[config.mk]
export PLATFORM = sky130hd
export DESIGN_NAME = apb_req_arbiter_flat
export DESIGN_NICKNAME = d
export VERILOG_FILES = /design/src/rtl/apb_req_arbiter_if.sv /design/src/rtl/apb_req_arbiter.sv /design/src/flat_wrapper.sv
export SDC_FILE = /design/constraint.sdc
export NUM_CORES = 1
export LEC_CHECK = 0
export BUFFER_PORTS_ARGS = -buffer_cell sky130_fd_sc_hd__buf_2
export CAP_MARGIN = 20
export CORE_UTILIZATION = 43
export CTS_BUF_LIST = sky130_fd_sc_hd__clkbuf_8
export CTS_CLUSTER_DIAMETER = 200
export DETAILED_ROUTE_END_ITERATION = 8
export PLACE_DENSITY = 0.78
export RECOVER_POWER = 25
export SLEW_MARGIN = 20
export SYNTH_ARGS = -nofsm -noshare
export SYNTH_HDL_FRONTEND = slang
export SYNTH_SLANG_ARGS = --single-unit
[constraint.sdc]
create_clock -name clk -period 1.5 [get_ports clk]
set_input_delay 0.075 -clock clk [delete_from_list [all_inputs] [get_ports clk]]
set_output_delay 0.075 -clock clk [all_outputs]
set_load 0.01 [all_outputs]
[src/rtl/apb_req_arbiter_if.sv]
// APB master-side bus bundle for the two-requester arbiter.
// Signal names carry the arbiter-relative direction so they line up with the block's port list.
interface apb_req_arbiter_if #(
  parameter int unsigned ADDR_W = 32,
  parameter int unsigned DATA_W = 32
);
  logic              psel_o;
  logic              penable_o;
  logic              pwrite_o;
  logic [ADDR_W-1:0] paddr_o;
  logic [DATA_W-1:0] pwdata_o;
  logic              pready_i;
  logic [DATA_W-1:0] prdata_i;

  // Arbiter side: drives the request phase, samples the slave response.
  modport master (
    output psel_o,
    output penable_o,
    output pwrite_o,
    output paddr_o,
    output pwdata_o,
    input  pready_i,
    input  prdata_i
  );

  // Slave side: the mirror image.
  modport slave (
    input  psel_o,
    input  penable_o,
    input  pwrite_o,
    input  paddr_o,
    input  pwdata_o,
    output pready_i,
    output prdata_i
  );
endinterface

[src/rtl/apb_req_arbiter.sv]
// Two-requester round-robin arbiter in front of a single APB master port.
// All outputs are registered; transfers that see no pready for TIMEOUT ACCESS edges are
// aborted and flagged with err alongside the done pulse.
module apb_req_arbiter #(
  parameter int unsigned ADDR_W  = 32,
  parameter int unsigned DATA_W  = 32,
  parameter int unsigned TIMEOUT = 16
) (
  input  logic              clk,
  input  logic              reset,
  input  logic              req0_i,
  input  logic              req1_i,
  input  logic              write0_i,
  input  logic              write1_i,
  input  logic [ADDR_W-1:0] addr0_i,
  input  logic [ADDR_W-1:0] addr1_i,
  input  logic [DATA_W-1:0] wdata0_i,
  input  logic [DATA_W-1:0] wdata1_i,
  output logic              done0_o,
  output logic              done1_o,
  output logic              err0_o,
  output logic              err1_o,
  output logic [DATA_W-1:0] rdata0_o,
  output logic [DATA_W-1:0] rdata1_o,
  apb_req_arbiter_if.master apb
);

  // Counter value at which the current ACCESS edge becomes the final (aborting) one.
  localparam logic [7:0] WaitLast = 8'(TIMEOUT - 1);

  typedef enum logic [1:0] {StIdle, StSetup, StAccess} state_e;

  state_e     state_q;
  logic       gnt_q;   // requester owning the current transfer
  logic       last_q;  // requester granted by the most recently completed transfer
  logic [7:0] wait_q;

  logic pick1;
  logic xfer_end;
  logic xfer_err;

  // Round-robin pick: a lone request wins, a tie goes to the requester not served last.
  always_comb begin
    pick1 = req1_i;
    if (req0_i && req1_i) begin
      pick1 = ~last_q;
    end
  end

  // ACCESS ends on pready, or on the timeout edge; pready takes priority over the abort.
  always_comb begin
    xfer_end = apb.pready_i || (wait_q == WaitLast);
    xfer_err = !apb.pready_i;
  end

  // Transfer FSM with every output registered; done/err default low so they pulse once.
  always_ff @(posedge clk) begin
    if (!reset) begin
      state_q       <= StIdle;
      gnt_q         <= 1'b0;
      last_q        <= 1'b1;
      wait_q        <= 8'd0;
      apb.psel_o    <= 1'b0;
      apb.penable_o <= 1'b0;
      apb.pwrite_o  <= 1'b0;
      apb.paddr_o   <= '0;
      apb.pwdata_o  <= '0;
      done0_o       <= 1'b0;
      done1_o       <= 1'b0;
      err0_o        <= 1'b0;
      err1_o        <= 1'b0;
      rdata0_o      <= '0;
      rdata1_o      <= '0;
    end else begin
      done0_o <= 1'b0;
      done1_o <= 1'b0;
      err0_o  <= 1'b0;
      err1_o  <= 1'b0;
      case (state_q)
        StIdle: begin
          if (req0_i || req1_i) begin
            gnt_q         <= pick1;
            apb.pwrite_o  <= pick1 ? write1_i : write0_i;
            apb.paddr_o   <= pick1 ? addr1_i : addr0_i;
            apb.pwdata_o  <= pick1 ? wdata1_i : wdata0_i;
            apb.psel_o    <= 1'b1;
            apb.penable_o <= 1'b0;
            state_q       <= StSetup;
          end
        end
        StSetup: begin
          apb.penable_o <= 1'b1;
          wait_q        <= 8'd0;
          state_q       <= StAccess;
        end
        StAccess: begin
          if (xfer_end) begin
            apb.psel_o    <= 1'b0;
            apb.penable_o <= 1'b0;
            last_q        <= gnt_q;
            state_q       <= StIdle;
            if (gnt_q) begin
              done1_o <= 1'b1;
              err1_o  <= xfer_err;
              if (!xfer_err && !apb.pwrite_o) begin
                rdata1_o <= apb.prdata_i;
              end
            end else begin
              done0_o <= 1'b1;
              err0_o  <= xfer_err;
              if (!xfer_err && !apb.pwrite_o) begin
                rdata0_o <= apb.prdata_i;
              end
            end
          end else begin
            wait_q <= wait_q + 8'd1;
          end
        end
        default: state_q <= StIdle;
      endcase
    end
  end

endmodule

[src/flat_wrapper.sv]
// flat-port wrapper written by rule: the top's interface ports become plain ports
module apb_req_arbiter_flat 
#(
  parameter int unsigned ADDR_W  = 32,
  parameter int unsigned DATA_W  = 32,
  parameter int unsigned TIMEOUT = 16
)
  (clk, reset, req0_i, req1_i, write0_i, write1_i, addr0_i, addr1_i, wdata0_i, wdata1_i, done0_o, done1_o, err0_o, err1_o, rdata0_o, rdata1_o, apb_psel_o, apb_penable_o, apb_pwrite_o, apb_paddr_o, apb_pwdata_o, apb_pready_i, apb_prdata_i);
  apb_req_arbiter_if #(.ADDR_W(ADDR_W), .DATA_W(DATA_W)) apb_i ();
  input  logic clk;
  input  logic reset;
  input  logic req0_i;
  input  logic req1_i;
  input  logic write0_i;
  input  logic write1_i;
  input  logic [ADDR_W-1:0] addr0_i;
  input  logic [ADDR_W-1:0] addr1_i;
  input  logic [DATA_W-1:0] wdata0_i;
  input  logic [DATA_W-1:0] wdata1_i;
  output logic done0_o;
  output logic done1_o;
  output logic err0_o;
  output logic err1_o;
  output logic [DATA_W-1:0] rdata0_o;
  output logic [DATA_W-1:0] rdata1_o;
  output wire logic [$bits(apb_i.psel_o)-1:0] apb_psel_o;
  output wire logic [$bits(apb_i.penable_o)-1:0] apb_penable_o;
  output wire logic [$bits(apb_i.pwrite_o)-1:0] apb_pwrite_o;
  output wire logic [$bits(apb_i.paddr_o)-1:0] apb_paddr_o;
  output wire logic [$bits(apb_i.pwdata_o)-1:0] apb_pwdata_o;
  input wire logic [$bits(apb_i.pready_i)-1:0] apb_pready_i;
  input wire logic [$bits(apb_i.prdata_i)-1:0] apb_prdata_i;
  assign apb_psel_o = apb_i.psel_o;
  assign apb_penable_o = apb_i.penable_o;
  assign apb_pwrite_o = apb_i.pwrite_o;
  assign apb_paddr_o = apb_i.paddr_o;
  assign apb_pwdata_o = apb_i.pwdata_o;
  assign apb_i.pready_i = apb_pready_i;
  assign apb_i.prdata_i = apb_prdata_i;
  apb_req_arbiter #(.ADDR_W(ADDR_W), .DATA_W(DATA_W), .TIMEOUT(TIMEOUT)) u_core (.clk(clk), .reset(reset), .req0_i(req0_i), .req1_i(req1_i), .write0_i(write0_i), .write1_i(write1_i), .addr0_i(addr0_i), .addr1_i(addr1_i), .wdata0_i(wdata0_i), .wdata1_i(wdata1_i), .done0_o(done0_o), .done1_o(done1_o), .err0_o(err0_o), .err1_o(err1_o), .rdata0_o(rdata0_o), .rdata1_o(rdata1_o), .apb(apb_i));
endmodule
==> results of run 1 <==
sequential cells by signal (all words and copies together), names as in the netlist, 2 cells and up:
register and flops:
u_core.apb.paddr_o 32, u_core.apb.pwdata_o 32, u_core.rdata0_o 32, u_core.rdata1_o 32
u_core.wait_q 8, u_core.state_q 2
routing by layer:
| layer | share of wire | vias up |
|---|---|---|
| met5 | 0.00039 | - |
| met1 | 0.34 | 3405 |
| met4 | 0.060 | 2 |
| li1 | - | 3254 |
| met2 | 0.50 | 484 |
| met3 | 0.092 | 153 |
worst max-delay path, delay by kind of cell (launching register included):
kind	cells	cell delay, ps
buf+inv	3	400
compound gates	2	360
mux	1	280
simple gates	1	120
flops	1	340
worst max-delay path by stage:
stage | from | end | slack (ps)
2_1_floorplan | u_core.state_q[0]$_SDFFE_PN0P_ | u_core.rdata0_o[19]$_SDFFE_PN0P_ | 5
3_5_place_dp | u_core.state_q[1]$_SDFFE_PN0P_ | u_core.wait_q[6]$_SDFFE_PN0P_ | -30
4_1_cts | u_core.wait_q[5]$_SDFFE_PN0P_ | u_core.wait_q[2]$_SDFFE_PN0P_ | 0.4
5_1_grt | u_core.last_q$_SDFFE_PN1P_ | u_core.apb.paddr_o[16]$_SDFFE_PN0P_ | -110
3_3_place_gp | u_core.state_q[1]$_SDFFE_PN0P_ | u_core.wait_q[6]$_SDFFE_PN0P_ | -10
6_report | u_core.last_q$_SDFFE_PN1P_ | u_core.apb.paddr_o[16]$_SDFFE_PN0P_ | -110
layout by cell type (no fill, tap or decap), types with 10 or more instances in the layout:
| cell type | synthesis | final |
|---|---|---|
| clkbuf_1 | 27 | 54 |
| mux2i_2 | 0 | 10 |
| clkbuf_8 | 0 | 18 |
| dlygate4sd3_1 | 0 | 155 |
| buf_12 | 0 | 14 |
| o211a_1 | 65 | 65 |
| buf_2 | 16 | 246 |
| nand2_1 | 203 | 192 |
| a21boi_2 | 1 | 11 |
| dfxtp_1 | 147 | 140 |
| a21boi_0 | 34 | 28 |
| a21boi_1 | 34 | 29 |
| buf_4 | 7 | 27 |
| mux2i_1 | 67 | 57 |
where the power goes:
| group | total, µW | switching [µW] | internal, µW | leakage, µW |
|---|---|---|---|---|
| combinational | 2280 | 1100 | 1180 | 0.00370 |
| clock | 3270 | 1590 | 1680 | 0.000206 |
| sequential | 4340 | 178 | 4160 | 0.00121 |
| total | 9890 | 2870 | 7020 | 0.00511 |
cell type report:
cell class	count	area (µm²)	share of cell area
tap	180	225.2	0.02139
antenna	3	7.507	0.0007128
sequential	147	2954	0.2805
timing repair buffer	510	3734	0.3545
clock buffer	18	247.7	0.02352
inverter	2	7.507	0.0007128
multi-input combinational	459	3193	0.3032
clock inverter	14	162.7	0.01544
cells by family (layout without fill, tap and decap cells):
| group | count (synthesis) | count (layout) | synth area share |
|---|---|---|---|
| simple gates | 242 | 242 | 0.1654 |
| compound gates | 147 | 147 | 0.2051 |
| flops | 147 | 147 | 0.4721 |
| mux | 67 | 67 | 0.1076 |
| buf+inv | 56 | 544 | 0.04496 |
| xor+xnor | 2 | 2 | 0.002811 |
| fa+ha+maj | 1 | 1 | 0.002007 |
| other cells | 0 | 3 | 0 |
what timing repair did:
item | 4_1_cts | 5_1_grt
hold buffers | 155 | 0
resized for setup | 7 | 60
pin swaps | 2 | 22
buffers inserted | 0 | 12
endpoints found under the hold margin | 128 | 0
setup endpoints to repair | 7 | 62
gates cloned | 0 | 7
metrics by stage:
step	TNS (ps)	area, µm²	hold slack, ps	instances	setup WS (ps)
3_5_place_dp	-44.25	8153	332.7	1124	-31.12
5_1_grt	-2348	10530	17.74	1332	-111.6
6_report	-622.5	10530	23.88	1333	-106.5
4_1_cts	0	10130	2.268	1311	0.4057
2_1_floorplan	0	6240	209.8	662	4.546
3_3_place_gp	-9.920	8153	326.4	1124	-9.920
==> flow_summary.toml, run 1 <==
[synthesis]
synth.area.top_cells = "dfxtp_1 47%, nand2_1 12%, mux2i_1 11%, o211a_1 10%, a21boi_0 4.1%"
ys_seq_area_frac = 0.4721
synth_cells = 662
synth_area_mm2 = 0.006233
yosysTopAreaCellShare = 0.4721
yosys.cell_types.count = 46
synth_most_common_cell = "nand2_1"
synthTopCellsByCount = "203 x nand2_1, 147 x dfxtp_1, 67 x mux2i_1, 65 x o211a_1"
synth_seq_cells = 147
async_flop_share = 0
avgSynthCellArea_um2 = 9.416
syn_nets = 830
yosysTopAreaCell = "dfxtp_1"
ys.flop_type = "dfxtp_1"
synth_edf_count = 0
yosysWarnings = 0

[place]
place_hpwl_um = 12220
io_buffers = 301
gp_congestion = 0.7674

[route]
ant_nets = 0
drt_iter0_drc = 549
first_pass_iters = 6
wl_per_cell_um = 19.47
routed_via_density = 5.475
drc = 0
vias = 7298
routed_wl_um = 25950

[floorplanning]
die_w_um = 122.4
io_pins = 302
rows = 43
die_area_mm2 = 0.01498
core_area_mm2 = 0.01399
initial_core_util = 0.4456
die-height_um = 122.4

[min_path]
hold_end = "u_core.apb.pwdata_o[21]$_SDFFE_PN0P_"
hold_path.class = "in -> reg"
hold_depth = 4
min_from = "wdata0_i[21]"

[setup_path]
worstPathArrival_ps = 1940
path_common_cell = "buf_12"
cp_max_fo = 5
worstReg2RegEnd = "u_core.apb.paddr_o[16]$_SDFFE_PN0P_"
path_cells = "a21boi_4 > buf_12 > buf_12 > buf_8 > mux2i_1 > nand2_1 > o211a_1"
r2r_slack_ps = -110
required_ps = 1830
r2r_cells = 7
endpoint_kind = "flop"
worst_path_max_delay_cell = "dfxtp_2"
crit_type = "reg -> reg"
cpPeakStageDelay_ps = 340
reg2reg_from = "u_core.last_q$_SDFFE_PN1P_"
cp-start-kind = "flop"

[status]
status = "finished, violations left"
violations = "setup timing"

[grt]
grt_max_degree = 98
grt_pass1_vias = 7101
met2_usage = 0.5393
busiest_layer = "met2"
track_usage = 0.2996
grt_use_met1 = 0.2982
grt.met3_usage = 0.09712
antenna_found_initial = 3
overflow = 0
grt_pass1_wl_um = 34390

[cells_and_area]
layout.nets = 1305
drive_gt1_frac = 0.3374
finish.utilization = 0.7529
syn_to_final_growth_pct = 68.95
fillCellCount = 888

[timing]
rsz0062_at_grt = "true"
max_freq_mhz = 622.5
min_period_ps = 1606
slew_violations = 0
hold_violations = 0
slew_headroom = 0.6582
fin_crit_sh = 1.071
worst_slack_ps = -106.5
clock_skew_ps = 12.60
worst_pin_slew_ps = 506.2
setup_viol = 21

[clock_network]
clock-sinks = 147
numCtsBuffers = 17
clkLatencyLatePin_ps = 450
tritoncts = "built"
clock-root-buffer = "clkbuf_8"
clockBufferDepth = 2
clkSlewWorstSetupHoldPaths_ps = 90
cts_max_level = 4

[power]
peakVddDrop_mv = 0.7021
p_leak_uw = 0.005113
power_uw = 9887
power_density_mw_per_mm2 = 938.8

[flow_run]
maxCapViolCount = 0
Power figures use the tool's default switching activity.
==> run 2, diff against run 1 <==
--- a/config.mk
+++ b/config.mk
@@ -7,11 +7,12 @@
 export LEC_CHECK = 0
 export BUFFER_PORTS_ARGS = -buffer_cell sky130_fd_sc_hd__buf_2
 export CAP_MARGIN = 20
-export CORE_UTILIZATION = 43
+export CORE_ASPECT_RATIO = 0.75
+export CORE_UTILIZATION = 40
 export CTS_BUF_LIST = sky130_fd_sc_hd__clkbuf_8
 export CTS_CLUSTER_DIAMETER = 200
 export DETAILED_ROUTE_END_ITERATION = 8
-export PLACE_DENSITY = 0.78
+export PLACE_DENSITY = 0.74
 export RECOVER_POWER = 25
 export SLEW_MARGIN = 20
 export SYNTH_ARGS = -nofsm -noshare
==> run 2 against run 1 <==
Net effect: the flow still finishes with violations (setup timing); clock skew fell by 1.7 ps; total power rose by 0.71%; clock power rose by 5%; first-iteration DRC count fell by 6.2%; register-to-register slack barely moved.
==> flow_summary.toml, run 2 (synthesis results as in run 1) <==
[route]
wl_per_cell_um = 17.99
routed_wl_um = 24180
vias = 6948
first_pass_iters = 7
drt_iter0_drc = 515
ant_nets = 0
routed_via_density = 5.170
drc = 0

[cells_and_area]
drive_gt1_frac = 0.3395
layout_commonest_cell = "buf_2"
layout.nets = 1292
final_cell_mix = "241 x buf_2, 192 x nand2_1, 141 x dfxtp_1"
fillCellCount = 1142
finish.utilization = 0.6851
stdcell_area_mm2 = 0.01043
syn_to_final_growth_pct = 67.32

[grt]
grt_pass1_wl_um = 33260
grt_max_degree = 59
overflow = 0
track_usage = 0.2633
antenna_found_initial = 0
grt_pass1_vias = 6689

[power]
power_frac_seq = 0.433
switchingPower_uw = 2796
p_leak_uw = 0.005080
peakVddDrop_mv = 0.9642
internal_power_uw = 7161
p_comb_frac = 0.222
netSwitchingFraction = 0.2808
clkPwrFrac = 0.345
power_density_mw_per_mm2 = 954.7

[timing]
hold_violations = 0
hold_slack_ps = 15.63
slew_violations = 0
rsz0062_at_grt = "true"
fin_crit_sh = 1.076
slew_headroom = 0.6801
min_period_ps = 1613
totalNegativeSetupSlack_ps = -206.9
worst_slack_ps = -113.4
worst_pin_slew_ps = 479.9
max_freq_mhz = 619.8
clock_skew_ps = 10.91
setup_viol = 6

[status]
violations = "setup timing"
status = "finished, violations left"

[clock_network]
cts_max_level = 4
tritoncts = "built"
clkSlewWorstSetupHoldPaths_ps = 90
clock-root-buffer = "clkbuf_8"
numCtsBuffers = 17
clkLatencyLatePin_ps = 440
clock-sinks = 147
clockBufferDepth = 2

[setup_path]
reg2reg_from = "u_core.last_q$_SDFFE_PN1P_"
cp_max_fo = 15
r2r_cells = 6
required_ps = 1830
worstPathArrival_ps = 1950
crit_type = "reg -> reg"
worstReg2RegEnd = "u_core.apb.pwdata_o[21]$_SDFFE_PN0P_"
endpoint_kind = "flop"
cp-start-kind = "flop"
critical_path.startpoint = "u_core.last_q$_SDFFE_PN1P_"
r2r_slack_ps = -110
endpoint = "u_core.apb.pwdata_o[21]$_SDFFE_PN0P_"

[place]
io_buffers = 301
place_hpwl_um = 12620
gp_congestion = 0.8533
place_area_mm2 = 0.008177

[flow_run]
maxCapViolCount = 0

[min_path]
hold_depth = 4
hold_path.class = "in -> reg"

[floorplanning]
core_area_mm2 = 0.01522
die_area_mm2 = 0.01609
die_w_um = 146.1
initial_core_util = 0.4094
io_pins = 302
die-height_um = 110.1
rows = 39
==> run 2: worst min path at each step <==
| stage | start | endpoint | slack [ps] |
|---|---|---|---|
| 2_1_floorplan | apb_prdata_i[0] | u_core.rdata0_o[0]$_SDFFE_PN0P_ | 210 |
| 3_3_place_gp | apb_prdata_i[24] | u_core.rdata0_o[24]$_SDFFE_PN0P_ | 330 |
| 3_5_place_dp | apb_prdata_i[3] | u_core.rdata0_o[3]$_SDFFE_PN0P_ | 340 |
| 4_1_cts | wdata1_i[28] | u_core.apb.pwdata_o[28]$_SDFFE_PN0P_ | 0.3 |
| 5_1_grt | wdata1_i[7] | u_core.apb.pwdata_o[7]$_SDFFE_PN0P_ | -0.7 |
| 6_report | wdata1_i[7] | u_core.apb.pwdata_o[7]$_SDFFE_PN0P_ | 20 |
==> run 2: area by class of cell <==
class / instances / area [µm²] / area share
well taps: 205 / 256.5 / 0.02459
diodes: 2 / 5.005 / 0.0004798
inverters: 2 / 7.507 / 0.0007198
flip-flops and latches: 147 / 2950 / 0.2829
repair buffers: 497 / 3545 / 0.3399
multi-input cells: 459 / 3232 / 0.3099
clock inverters: 14 / 186.4 / 0.01787
clock buffers: 18 / 247.7 / 0.02375
==> run 2: power groups by stage <==
stage | sequential [µW] | clock (µW) | combinational (µW)
after floorplan | 4490 | 0 | 717
after CTS | 4290 | 3470 | 1900
after global routing | 4340 | 3680 | 2330
after detailed placement | 4370 | 0 | 1610
final | 4320 | 3440 | 2210
after global placement | 4360 | 0 | 1590
==> run 2: through the flow <==
step	setup WS [ps]	power, µW	instances
6_report	-113.4	9958	1344
3_3_place_gp	40.32	5951	1153
2_1_floorplan	4.546	5208	662
3_5_place_dp	-27.68	5983	1153
5_1_grt	-148.1	10350	1342
4_1_cts	1.484	9652	1322
==> run 2: worst max-delay path, cell delays in order, from the launching register on <==
cell and delay [ps]:
dfxtp_1 350, a21boi_4 170, buf_12 180, buf_4 130
mux2i_1 390, nand2_1 120, o211a_1 150
==> run 2: layer usage <==
| metal | GRT usage | wire [µm] |
|---|---|---|
| met5 | 0 | 0 |
| met4 | 0.1466 | 1021 |
| met3 | 0.08724 | 2115 |
| met2 | 0.4629 | 11740 |
| met1 | 0.2841 | 9308 |
==> run 2: timing repair <==
item                                    in CTS  in global routing
pin swaps                                    1                 21
cloned                                       0                  9
endpoints found under the setup margin       4                131
resized for setup                            3                 67
hold endpoints to repair                   127                  0
hold buffers                               137                  0
setup buffers                                0                 11
==> run 3, diff against run 2 <==
--- a/config.mk
+++ b/config.mk
@@ -5,14 +5,15 @@
 export SDC_FILE = /design/constraint.sdc
 export NUM_CORES = 1
 export LEC_CHECK = 0
+export ABC_AREA = 1
 export BUFFER_PORTS_ARGS = -buffer_cell sky130_fd_sc_hd__buf_2
 export CAP_MARGIN = 20
 export CORE_ASPECT_RATIO = 0.75
-export CORE_UTILIZATION = 40
+export CORE_UTILIZATION = 43
 export CTS_BUF_LIST = sky130_fd_sc_hd__clkbuf_8
-export CTS_CLUSTER_DIAMETER = 200
+export CTS_CLUSTER_DIAMETER = 100
 export DETAILED_ROUTE_END_ITERATION = 8
-export PLACE_DENSITY = 0.74
+export PLACE_DENSITY = 0.79
 export RECOVER_POWER = 25
 export SLEW_MARGIN = 20
 export SYNTH_ARGS = -nofsm -noshare
==> run 3 against run 2 <==
Net effect: the run ends with DRC, setup timing left; global-route usage increased by 5.3 points; first-iteration DRC count up 13%; register-to-register slack better by 90 ps; sequential power fell by 1%; via count increased by 7.1%; clock power shrank 12%; critical path depth grew 2; design area decreased by 3.0%; die area fell by 10%; non-clock buffer count is 11 higher.
==> flow_summary.toml, run 3 <==
[place]
post-place-ws_ps = -7.653
place_hpwl_um = 12750
place_area_mm2 = 0.007849
io_buffers = 301
gp_congestion = 0.8570

[synthesis]
async_flop_share = 0
synth_seq_cells = 147
syn_nets = 918
ys_seq_area_frac = 0.4905
synth_edf_count = 0
avgSynthCellArea_um2 = 7.999
yosysWarnings = 0
synth_area_mm2 = 0.006000
yosys.cell_types.count = 24
synthTopCellsByCount = "186 x nand2_1, 147 x dfxtp_1, 112 x nand3_1, 81 x nor2_1, 65 x mux2_2"
yosysTopAreaCellShare = 0.4905
synth.area.top_cells = "dfxtp_1 49%, mux2_2 12%, nand2_1 12%, nand3_1 9.3%, nor2_1 5.1%"
synth_most_common_cell = "nand2_1"
synth_cells = 750
yosysTopAreaCell = "dfxtp_1"
ys.flop_type = "dfxtp_1"

[status]
status = "finished, violations left"
violations = "DRC, setup timing"

[route]
routed_wl_um = 24730
wl_per_cell_um = 17.51
first_pass_iters = 8
vias = 7438
ant_nets = 0
routed_via_density = 5.268
drt_iter0_drc = 581
drc = 72

[setup_path]
worst_path_max_delay_cell = "dfxtp_2"
required_ps = 1860
reg2reg_from = "u_core.state_q[1]$_SDFFE_PN0P_"
cp_num_cells = 8
cp-start-kind = "flop"
cp_top_family = "buffers and inverters"
path_common_cell = "inv_2"
cpPeakStageDelay_ps = 340
endpoint_kind = "flop"
worstReg2RegEnd = "u_core.rdata1_o[31]$_SDFFE_PN0P_"
worstPathArrival_ps = 1890
crit_type = "reg -> reg"
r2r_cells = 8
path_cells = "inv_2 > nor2_4 > inv_2 > nor3_4 > buf_6 > buf_8 > nand3_1 > a21oi_1"
r2r_slack_ps = -30
cp_max_fo = 32
cp_num_buf_inv = 4

[timing]
slew_violations = 0
hold_slack_ps = 16.10
min_period_ps = 1525
worst_pin_slew_ps = 482.2
setup_viol = 5
worst_slack_ps = -25.12
clock_skew_ps = 17.01
slew_headroom = 0.6786
rsz0062_at_grt = "true"
hold_violations = 0
fin_crit_sh = 1.017
max_freq_mhz = 655.7

[cells_and_area]
layout.nets = 1394
layout_commonest_cell = "buf_2"
final_cell_mix = "234 x buf_2, 183 x nand2_1, 160 x dlygate4sd3_1"
fillCellCount = 900
finish.utilization = 0.7612
stdcell_area_mm2 = 0.01011
drive_gt1_frac = 0.3220
syn_to_final_growth_pct = 68.59

[clock_network]
numCtsBuffers = 17
clockBufferDepth = 2
tritoncts = "built"
cts_max_level = 4
clock-sinks = 147
clkLatencyLatePin_ps = 440
clock-root-buffer = "clkbuf_8"
clkSlewWorstSetupHoldPaths_ps = 90

[floorplanning]
die_w_um = 138.4
die-height_um = 104.3
io_pins = 302
die_area_mm2 = 0.01443
rows = 36
core_area_mm2 = 0.01329
initial_core_util = 0.4515

[min_path]
min_from = "write0_i"
hold_end = "u_core.apb.pwrite_o$_SDFFE_PN0P_"
hold_depth = 4
hold_path.class = "in -> reg"

[power]
internal_power_uw = 6573
p_comb_frac = 0.215
power_frac_seq = 0.459
p_leak_uw = 0.004675
netSwitchingFraction = 0.2945
switchingPower_uw = 2744
peakVddDrop_mv = 0.6172
power_density_mw_per_mm2 = 921.1
power_uw = 9317
clkPwrFrac = 0.327

[grt]
antenna_found_initial = 1
grt_pass1_vias = 7438
grt_max_degree = 105
overflow = 0
grt_pass1_wl_um = 36350
track_usage = 0.3164

[flow_run]
maxCapViolCount = 0
==> run 3: changes by cell type after synthesis, moves of 13 or more <==
cell and change:
mux2i_1 -67, inv_1 +15, o211a_1 -65, o21ai_0 +20, nand3_1 +106, o21ai_1 +13
a21boi_0 -34, nand2_1 -17, a21boi_1 -34, nor2_1 +77, mux2_2 +65, a21oi_1 +37
==> run 3: metal layers <==
layer,up-vias,routed length (µm),global-route usage,part of all wire
met5,-,0,0,0
met4,0,1555,0.2327,0.063
met3,139,2108,0.09070,0.085
met2,492,11680,0.5247,0.47
met1,3374,9387,0.3480,0.38
li1,3433,-,-,-
==> run 3: cell families (layout without fill, tap and decap cells) <==
family	after synthesis	count (layout)	share of synthesized area
multiplexers	65	65	0.1220
flip-flops	147	147	0.4905
adder cells (fa/ha/maj)	1	1	0.002085
AND/OR/NAND/NOR	385	386	0.2686
AO/OA/AOI/OAI	78	78	0.06611
buffers and inverters	73	561	0.04922
other	0	2	0
XOR/XNOR	1	1	0.001460
==> run 3: final cells by class <==
cell class | count | area, µm² | share of cell area
Timing Repair Buffer | 508 | 3640 | 0.3598
Multi-Input combinational cell | 531 | 2831 | 0.2799
Clock inverter | 13 | 123.9 | 0.01225
Inverter | 21 | 91.34 | 0.009030
Tap cell | 171 | 214.0 | 0.02115
Sequential cell | 147 | 2948 | 0.2914
Antenna cell | 2 | 5.005 | 0.0004948
Clock buffer | 19 | 261.5 | 0.02585
==> run 3: how the worst max path moves through the flow <==
| stage | from | end | slack, ps |
|---|---|---|---|
| 2_1_floorplan | u_core.last_q$_SDFFE_PN1P_ | u_core.apb.pwdata_o[22]$_SDFFE_PN0P_ | 120 |
| 3_3_place_gp | u_core.state_q[1]$_SDFFE_PN0P_ | u_core.rdata0_o[9]$_SDFFE_PN0P_ | 100 |
| 3_5_place_dp | u_core.state_q[1]$_SDFFE_PN0P_ | u_core.rdata1_o[29]$_SDFFE_PN0P_ | -8 |
| 4_1_cts | u_core.state_q[1]$_SDFFE_PN0P_ | u_core.rdata1_o[29]$_SDFFE_PN0P_ | -20 |
| 5_1_grt | u_core.state_q[1]$_SDFFE_PN0P_ | u_core.rdata0_o[31]$_SDFFE_PN0P_ | -110 |
| 6_report | u_core.state_q[1]$_SDFFE_PN0P_ | u_core.rdata1_o[31]$_SDFFE_PN0P_ | -30 |
==> run 3: repair_timing <==
action                     4_1_cts  5_1_grt
hold endpoints to repair       130        0
gates resized for setup          7       39
cloned                           0        7
setup endpoints to repair       27       81
setup buffers                    0        9
pin swaps                        1        4
hold buffers                   160        0
==> run 3: power groups by stage <==
| stage | sequential, µW | combinational (µW) | clock (µW) |
|---|---|---|---|
| finish | 4270 | 2000 | 3040 |
| global route | 4300 | 2130 | 3260 |
| global placement | 4330 | 1450 | 0 |
| detailed placement | 4340 | 1470 | 0 |
| floorplan | 4450 | 647 | 0 |
| CTS | 4250 | 1800 | 3070 |
==> run 3: per-stage QoR <==
stage,setup TNS [ps],std cells
after global routing,-2353,1411
after detailed placement,-8.371,1202
after floorplan,0,750
final,-75.93,1412
after global placement,0,1202
after CTS,-32.30,1394
==> run 3: worst register-to-register path: stages (launching register included) <==
cell and delay, ps:
dfxtp_2 340, inv_2 50, nor2_4 130, inv_2 70, nor3_4 150, buf_6 170
buf_8 230, nand3_1 130, a21oi_1 200
